<file path="src/rtl/multicycle_ctrl.sv">
// Moore control FSM for a multicycle MIPS-subset datapath.
// Sequences fetch/decode/execute/writeback and counts retired instructions.
module multicycle_ctrl (
  input  logic        clk,
  input  logic        rst,
  input  logic [5:0]  opcode,
  input  logic [5:0]  funct,
  input  logic        zero,
  input  logic        mem_ready,
  output logic        mem_req,
  output logic        mem_write,
  output logic        iord,
  output logic        ir_write,
  output logic        pc_en,
  output logic [1:0]  pc_src,
  output logic        reg_write,
  output logic        reg_dst,
  output logic        mem_to_reg,
  output logic        alu_src_a,
  output logic [1:0]  alu_src_b,
  output logic [2:0]  alu_control,
  output logic        illegal,
  output logic [3:0]  state,
  output logic [31:0] retired
);

  localparam logic [3:0] S_FETCH    = 4'd0;
  localparam logic [3:0] S_DECODE   = 4'd1;
  localparam logic [3:0] S_MEMADR   = 4'd2;
  localparam logic [3:0] S_MEMREAD  = 4'd3;
  localparam logic [3:0] S_MEMWB    = 4'd4;
  localparam logic [3:0] S_MEMWRITE = 4'd5;
  localparam logic [3:0] S_EXECUTE  = 4'd6;
  localparam logic [3:0] S_ALUWB    = 4'd7;
  localparam logic [3:0] S_BRANCH   = 4'd8;
  localparam logic [3:0] S_ADDIEXEC = 4'd9;
  localparam logic [3:0] S_ADDIWB   = 4'd10;
  localparam logic [3:0] S_JUMP     = 4'd11;

  localparam logic [5:0] OP_RTYPE = 6'b000000;
  localparam logic [5:0] OP_LW    = 6'b100011;
  localparam logic [5:0] OP_SW    = 6'b101011;
  localparam logic [5:0] OP_BEQ   = 6'b000100;
  localparam logic [5:0] OP_ADDI  = 6'b001000;
  localparam logic [5:0] OP_J     = 6'b000010;

  localparam logic [5:0] FN_ADD = 6'b100000;
  localparam logic [5:0] FN_SUB = 6'b100010;
  localparam logic [5:0] FN_AND = 6'b100100;
  localparam logic [5:0] FN_OR  = 6'b100101;
  localparam logic [5:0] FN_SLT = 6'b101010;

  localparam logic [2:0] ALU_AND = 3'b000;
  localparam logic [2:0] ALU_OR  = 3'b001;
  localparam logic [2:0] ALU_ADD = 3'b010;
  localparam logic [2:0] ALU_SUB = 3'b110;
  localparam logic [2:0] ALU_SLT = 3'b111;

  logic [3:0]  state_q, state_d;
  logic [31:0] retired_q, retired_d;
  logic        functLegal;
  logic [2:0]  functAlu;
  logic        opcodeLegal;
  logic        retireNow;

  always_comb begin
    functLegal = 1'b1;
    functAlu   = ALU_ADD;
    case (funct)
      FN_ADD:  functAlu = ALU_ADD;
      FN_SUB:  functAlu = ALU_SUB;
      FN_AND:  functAlu = ALU_AND;
      FN_OR:   functAlu = ALU_OR;
      FN_SLT:  functAlu = ALU_SLT;
      default: functLegal = 1'b0;
    endcase
  end

  always_comb begin
    case (opcode)
      OP_LW, OP_SW, OP_BEQ, OP_ADDI, OP_J: opcodeLegal = 1'b1;
      OP_RTYPE:                            opcodeLegal = functLegal;
      default:                             opcodeLegal = 1'b0;
    endcase
  end

  // Unused encodings 12-15 fall through the default arm and recover to FETCH.
  always_comb begin
    state_d = S_FETCH;
    case (state_q)
      S_FETCH:    state_d = mem_ready ? S_DECODE : S_FETCH;
      S_DECODE: begin
        case (opcode)
          OP_LW, OP_SW: state_d = S_MEMADR;
          OP_RTYPE:     state_d = functLegal ? S_EXECUTE : S_FETCH;
          OP_BEQ:       state_d = S_BRANCH;
          OP_ADDI:      state_d = S_ADDIEXEC;
          OP_J:         state_d = S_JUMP;
          default:      state_d = S_FETCH;
        endcase
      end
      S_MEMADR:   state_d = (opcode == OP_SW) ? S_MEMWRITE : S_MEMREAD;
      S_MEMREAD:  state_d = mem_ready ? S_MEMWB : S_MEMREAD;
      S_MEMWRITE: state_d = mem_ready ? S_FETCH : S_MEMWRITE;
      S_EXECUTE:  state_d = S_ALUWB;
      S_ADDIEXEC: state_d = S_ADDIWB;
      default:    state_d = S_FETCH;
    endcase
  end

  always_comb begin
    case (state_q)
      S_MEMWB, S_ALUWB, S_ADDIWB, S_BRANCH, S_JUMP: retireNow = 1'b1;
      S_MEMWRITE:                                   retireNow = mem_ready;
      default:                                      retireNow = 1'b0;
    endcase
  end

  assign retired_d = retired_q + {31'd0, retireNow};

  always_ff @(posedge clk) begin
    if (rst) begin
      state_q   <= S_FETCH;
      retired_q <= '0;
    end else begin
      state_q   <= state_d;
      retired_q <= retired_d;
    end
  end

  // Reset overrides only the strobes that could disturb memory, PC or registers.
  always_comb begin
    mem_req     = 1'b0;
    mem_write   = 1'b0;
    iord        = 1'b0;
    ir_write    = 1'b0;
    pc_en       = 1'b0;
    pc_src      = 2'b00;
    reg_write   = 1'b0;
    reg_dst     = 1'b0;
    mem_to_reg  = 1'b0;
    alu_src_a   = 1'b0;
    alu_src_b   = 2'b00;
    alu_control = ALU_AND;
    illegal     = 1'b0;
    case (state_q)
      S_FETCH: begin
        mem_req     = 1'b1;
        alu_src_b   = 2'b01;
        alu_control = ALU_ADD;
        ir_write    = mem_ready;
        pc_en       = mem_ready;
      end
      S_DECODE: begin
        alu_src_b   = 2'b11;
        alu_control = ALU_ADD;
        illegal     = ~opcodeLegal;
      end
      S_MEMADR, S_ADDIEXEC: begin
        alu_src_a   = 1'b1;
        alu_src_b   = 2'b10;
        alu_control = ALU_ADD;
      end
      S_MEMREAD: begin
        mem_req = 1'b1;
        iord    = 1'b1;
      end
      S_MEMWRITE: begin
        mem_req   = 1'b1;
        mem_write = 1'b1;
        iord      = 1'b1;
      end
      S_MEMWB: begin
        reg_write  = 1'b1;
        mem_to_reg = 1'b1;
      end
      S_ADDIWB: reg_write = 1'b1;
      S_EXECUTE: begin
        alu_src_a   = 1'b1;
        alu_control = functAlu;
      end
      S_ALUWB: begin
        reg_write = 1'b1;
        reg_dst   = 1'b1;
      end
      S_BRANCH: begin
        alu_src_a   = 1'b1;
        alu_control = ALU_SUB;
        pc_src      = 2'b01;
        pc_en       = zero;
      end
      S_JUMP: begin
        pc_src = 2'b10;
        pc_en  = 1'b1;
      end
      default: ;
    endcase
    if (rst) begin
      mem_req   = 1'b0;
      mem_write = 1'b0;
      ir_write  = 1'b0;
      pc_en     = 1'b0;
      reg_write = 1'b0;
      illegal   = 1'b0;
    end
  end

  assign state   = state_q;
  assign retired = retired_q;

endmodule

</file>
<file path="config.mk">
export PLATFORM = sky130hd
export DESIGN_NAME = multicycle_ctrl
export DESIGN_NICKNAME = d
export VERILOG_FILES = /design/src/rtl/multicycle_ctrl.sv
export SDC_FILE = /design/constraint.sdc
export NUM_CORES = 1
export LEC_CHECK = 0
export CORE_MARGIN = 5
export CORE_UTILIZATION = 30
export CTS_CLUSTER_DIAMETER = 40
export CTS_CLUSTER_SIZE = 8
export DETAILED_ROUTE_END_ITERATION = 6
export DONT_BUFFER_PORTS = 1
export GPL_ROUTABILITY_DRIVEN = 0
export SKIP_CTS_REPAIR_TIMING = 1
export SYNTH_ARGS = -nofsm -noshare
export SYNTH_HDL_FRONTEND = slang
export SYNTH_SLANG_ARGS = --single-unit
</file>
<file path="constraint.sdc">
create_clock -name clk -period 3.7 [get_ports clk]
set_clock_uncertainty 0.15 [all_clocks]
set_input_delay 1.11 -clock clk [delete_from_list [all_inputs] [get_ports clk]]
set_output_delay 1.11 -clock clk [all_outputs]
set_load 0.01 [all_outputs]
</file>
Word-level counts from Yosys, hierarchy flattened
Cells that the tools add are included.
{"block": "classes", "addsub": 1, "mul": 0, "div_mod_pow": 0, "magnitude_cmp": 0, "n_eq_ne": 21, "n_shift": 0, "n_mux": 30, "n_bitwise": 1, "reduce_logical": 12}
{"operator": "6-bit equality test, second input constant", "n": 7}
{"operator": "32-bit by 1-bit adder with 32-bit output", "n": 1}
{"operator": "4-bit case mux with 7 select lines", "n": 1}
{"operator": "4-bit case mux with 5 select lines", "n": 1}
{"operator": "1-bit 2-to-1 mux", "n": 17}
{"operator": "4-bit by 3-bit equality test with 1-bit output, second input constant", "n": 4}
{"operator": "4-bit equality test, second input constant", "n": 4}
{"operator": "5-bit OR reduction", "n": 3}
{"operator": "3-bit 2-to-1 mux", "n": 4}
{"operator": "3-bit case mux with 4 select lines", "n": 1}
{"operator": "3-bit case mux with 3 select lines", "n": 1}
{"operator": "4-bit by 2-bit equality test with 1-bit output, second input constant", "n": 2}
{"operator": "4-bit OR reduction", "n": 2}
{"operator": "6-bit by 2-bit equality test with 1-bit output, second input constant", "n": 1}
{"operator": "6-bit by 3-bit equality test with 1-bit output, second input constant", "n": 1}
{"operator": "6-bit by 4-bit equality test with 1-bit output, second input constant", "n": 1}
{"operator": "6-bit zero test", "n": 1}
{"operator": "2-bit case mux with 3 select lines", "n": 1}
{"operator": "2-bit OR reduction", "n": 3}
{"operator": "3-bit OR reduction", "n": 2}
{"operator": "4-bit by 1-bit equality test with 1-bit output, second input constant", "n": 1}
{"operator": "4-bit zero test", "n": 1}
{"operator": "1-bit case mux with 2 select lines", "n": 2}
{"operator": "2-bit case mux with 2 select lines", "n": 1}
{"operator": "2 further kinds", "n": 2}
{"block": "word_totals", "ff_bits": 36, "latchBits": 0, "ramBits": 0, "rom_bits": 0, "inputBits": 16, "elab_cells": 67, "mem_count": 0}

Longest topological paths before layout
{"block": "logic_depth", "depth_word": 7, "depth_mapped": 13}

Least setup slack after synthesis
No wires, ideal clock.
{"block": "synth_path", "path_kind": "input -> output", "start": "input opcode[1]", "end": "output illegal", "arrival_ns": 2.372, "required_ns": 2.440, "setup_slack_ns": 0.068, "stages": 3, "n_path_buf": 0, "cell_sequence": "or4b_2 -> a2111oi_0 -> nor3_1"}
{"block": "synth_via", "elab_chain_cells": 6}
{"element": "from (decl)", "line_no": "6", "text": "input logic [5:0] opcode,"}
{"element": "6-bit equality test (tied with other cells)", "line_no": "80", "text": "case (opcode)"}
{"element": "5-bit OR reduction", "line_no": "80"}
{"element": "1-bit case mux with 2 select lines (*)", "line_no": "80"}
{"element": "1-bit NOT (*)", "line_no": "157", "text": "illegal = ~opcodeLegal;"}
{"element": "1-bit 2-to-1 mux (*)", "line_no": "146", "text": "case (state_q)"}
{"element": "1-bit 2-to-1 mux (*)", "line_no": "198", "text": "if (rst) begin"}
{"element": "to (decl)", "line_no": "22", "text": "output logic illegal,"}
Mark *: on every way between the ends. The rest lies on a longest branch, timed or not.

Worst setup path in the final report
Ends and elaborated chain as after synthesis.

==> results.md <==
- Counting flops with an async set or reset pin after synthesis yields a share of 0%.
- The total count of max-transition violations in the final report is 0.
- The class of the tightest hold or removal check is reg -> reg.
- The floorplan step defined a die boundary enclosing between 9000 and 10000 um2.
- The synthesized netlist occupies a cell area of ~2200 um2.
- The detailed router finished its first iteration with 84 violations.
- Yosys mapped the design onto 46 distinct sky130hd cell types.
- The final instance count without filler cells is about 380.
- The number of CTS-inserted buffers is 5.
- In this run the clock root is driven by a sky130_fd_sc_hd__clkbuf_8.
- The via count of the first global-routing pass is around 1800.
- The number of max-capacitance violations reported is 0.
- Once placement completed, the tool counted placed cells totaling roughly 370.
- Summed over all layers, the global routing overflow is 0.
- The fraction of the mapped netlist area in adder cells is 1.16%.
- The mean cell area of the mapped netlist is approximately 7.7 um2.
- Synthesis produced a netlist whose cell count is 280.
- The clock network latency to the later pin of the worst-skew pair is about 280 ps.
- The register-to-register path setup slack is approximately 470 ps.
- The tightest hold margin is between 300 and 400 ps.
- The DRC violations left is 0.
- After floorplanning, the core was sized to cover 7140 um2.
- The transition time of the tightest slew-check pin is 539 ps.
- Traced cell by cell, the critical path runs through or4b_2 -> a2111oi_2 -> buf_4 -> nor3_1.
- The sequential-to-total area share from yosys stat is 33.3%.
- From bottom edge to top edge, the die measures 94.9 um.
- During synthesis, Yosys emitted a total of 0 warnings.
- The hold violation count in the final report is 0.
- The most instantiated flip-flop cell in the synthesis netlist is sky130_fd_sc_hd__dfxtp_1.
- The first-pass GRT wire length is 8.56 mm.
- The share of final-layout standard cells stronger than drive strength 1 is around 8.3%.
- In this run the tightest slew margin relative to its limit is between 60% and 70%.
- Entering global routing, the biggest net connects between 40 and 50 pins.
- The arrival time of data at the critical path endpoint is roughly 2400 ps.
- The count of input and output buffers is 0.
- IR analysis of the VDD net gives a maximum drop of roughly 120 uV.
- The smallest clock period supported by the final layout is computed as 3650 ps.
- The die is about 95 um wide.
- The startpoint kind of the worst setup timing path is an input pin.
- The category of the most critical setup path is in -> out.
- The required time of the critical path is approximately 2400 ps.
- The post-route antenna net violation count is 0.
- The routed wirelength normalized by instance count is ~14 um.
- The count of filler cells inserted in the layout is a little under 800.
- The initial utilization of the core area, before any placement, comes to a little under a third.
- Power spread over the standard cell area amounts to around 300 nW/um2.
- Summed over all failing endpoints, the final setup total negative slack is 0 ps.
- The mux contribution to synthesized area is approximately 3.5%.
- The clock tree from TritonCTS is done.
- For this run, the slowest stage of the critical path takes 670 ps.
- The total via count after detailed routing is between 1500 and 2000.
- The boundary pin count is ~70.
- The area share of xor/xnor cells in the synthesized design is 6.08%.
- Setup violations remaining at the end of the flow were counted as 0.
- Summing the areas of all compound-gate instances in the mapped netlist gives approximately 17% of the synthesized area.
- Setup repair after global routing left no endpoint under its margin.
- The number of clock sinks seen by CTS is 36.
- The HPWL after detailed placement is 3.90 mm.
- The number of iterations in the first detailed-routing pass is 4.
- The H-tree generated during clock tree synthesis spans 2 levels.
- The run finished with clean final reports.
- The static leakage is roughly 0.74 nW.
- The number of enable flip-flop cells after synthesis is 0.
- The synthesis-to-finish area growth is 9.09%.
- The repair_antennas step left the layout with diodes totalling 0.
- Counting flops and latches in the post-synthesis netlist gives 36.
- The register clock-pin slew on the reported worst setup and hold paths is approximately 70 ps.
- The synthesized netlist devotes around 34% of its cell area to simple gates.
- STA classifies the critical path endpoint as an output port.
- Counting along the longest clock path gives a buffer depth of 2.
- Counting every net in the synthesized netlist gives 298.
- After synthesis, the largest family of logic cells by area is simple AND/OR/NAND/NOR gates.
- The achievable frequency is around 270 MHz.
- In this run the core area contains 31 standard-cell rows.
- The share of the cycle needed by the critical path after routing is just under 100%.
- The total routing resource utilization after global routing is 11.9%.
- The slowest stage of the critical path belongs to the cell sky130_fd_sc_hd__or4b_2.
- Using the TritonRoute via totals, the vias-per-cell ratio works out to approximately 5.2.
- Of all nets on the critical path, the largest fanout is 6.
- The net count of the finished layout is between 200 and 300.
- The number of antenna violations at the first check in global routing is 0.
- The total routed wirelength is 5.29 mm.
## logic make-up (layout without fill, tap and decap cells)
kind of cell / after synthesis / after routing
XOR/XNOR: 15 / 15
adder cells (fa/ha/maj): 2 / 2
AO/OA/AOI/OAI: 60 / 60
multiplexers: 7 / 7
AND/OR/NAND/NOR: 131 / 131
flip-flops: 36 / 36
buffers and inverters: 29 / 25
## where the power goes
part / internal (mW) / leakage (nW) / switching (mW)
Clock: 0.152 / 0.0455 / 0.133
Sequential: 0.388 / 0.290 / 0.00132
Combinational: 0.0154 / 0.404 / 0.0198
Total: 0.556 / 0.740 / 0.154
## through the flow
step	worst slack, ps	util (%)	power (mW)	cell area, um2
finish	49.1	33.0	0.710	2360
global route	4.44	33.0	0.742	2360
CTS	-45.2	33.0	0.724	2350
detailed placement	-20.5	31.7	0.433	2260
global placement	-26.0	31.7	0.433	2260
floorplan	68.2	-	0.434	2160
## sequential cells by signal, indices dropped and copies added, names as in the netlist
register,flops
retired,32
state,4
## critical path: cells and delay by family
family	cells	cell delay (ps)
and+or+nand+nor	2	740
AOI/OAI and AO/OA	1	360
buffers and inverters	1	170
## final timing paths
check | start | endpoint | cells after the start
worst max-delay path | opcode[1] | illegal | 4
worst min-delay path | retired[24] | retired[24] | 2
worst min register to register | retired[24] | retired[24] | 2
worst max register to register | state[2] | retired[24] | 8
## cell type report
cell class | count | area, um2 | area share [%]
sequential | 36 | 721 | 30.6
timing repair buffer | 7 | 52.6 | 2.23
tap | 99 | 124 | 5.25
multi-input combinational | 215 | 1330 | 56.6
inverter | 10 | 37.5 | 1.59
clock buffer | 8 | 90.1 | 3.82
## synthesized netlist by cell type (2+ instances only)
library cell / count / share of area (%)
sky130_fd_sc_hd__buf_1: 4 / 0.69
sky130_fd_sc_hd__and3_1: 3 / 0.87
sky130_fd_sc_hd__nor2b_1: 10 / 2.9
sky130_fd_sc_hd__or3_1: 9 / 2.6
sky130_fd_sc_hd__o21ai_0: 13 / 3.0
sky130_fd_sc_hd__o31ai_1: 6 / 2.1
sky130_fd_sc_hd__a21oi_1: 24 / 5.6
sky130_fd_sc_hd__nand2_1: 17 / 3.0
sky130_fd_sc_hd__inv_1: 10 / 1.7
sky130_fd_sc_hd__xor2_1: 6 / 2.4
sky130_fd_sc_hd__xnor2_1: 9 / 3.6
sky130_fd_sc_hd__ha_1: 2 / 1.2
sky130_fd_sc_hd__nand4_1: 5 / 1.4
sky130_fd_sc_hd__nor4_1: 5 / 1.4
sky130_fd_sc_hd__o2bb2ai_1: 2 / 0.81
sky130_fd_sc_hd__a31oi_1: 3 / 0.87
sky130_fd_sc_hd__nand2b_1: 5 / 1.4
sky130_fd_sc_hd__mux2_2: 5 / 2.6
sky130_fd_sc_hd__and4b_1: 2 / 0.93
sky130_fd_sc_hd__o211ai_1: 2 / 0.69
sky130_fd_sc_hd__dfxtp_1: 36 / 33
sky130_fd_sc_hd__nand3_1: 9 / 2.1
sky130_fd_sc_hd__or4_1: 8 / 2.8
sky130_fd_sc_hd__nor2_1: 27 / 4.7
sky130_fd_sc_hd__clkbuf_1: 13 / 2.3
sky130_fd_sc_hd__mux2i_1: 2 / 0.93
sky130_fd_sc_hd__a41oi_1: 2 / 0.81
sky130_fd_sc_hd__nor3b_1: 2 / 0.69
sky130_fd_sc_hd__and2_1: 2 / 0.58
sky130_fd_sc_hd__and4_1: 3 / 1.2
sky130_fd_sc_hd__nor3_1: 19 / 4.4
## per-layer routing
| layer | track usage, % | routed length [um] | share of wire, % | vias up |
|---|---|---|---|---|
| li1 | - | - | - | 1008 |
| met2 | 18.9 | 2400 | 45 | 50 |
| met5 | 0 | 0 | 0 | - |
| met4 | 3.97 | 79 | 1.5 | 0 |
| met1 | 13.4 | 2190 | 41 | 884 |
| met3 | 6.85 | 627 | 12 | 10 |
## layout by cell type, fill, tap and decap left out, drive strengths merged, types with 9 or more instances in the layout
master | Yosys | routed
dfxtp | 36 | 36
nor2 | 27 | 27
a21oi | 24 | 24
nor3 | 19 | 19
nand2 | 17 | 17
o21ai | 13 | 13
inv | 10 | 10
nor2b | 10 | 10
nand3 | 9 | 9
xnor2 | 9 | 9
or3 | 9 | 9
or4 | 9 | 9
Power figures use the tool's default switching activity.
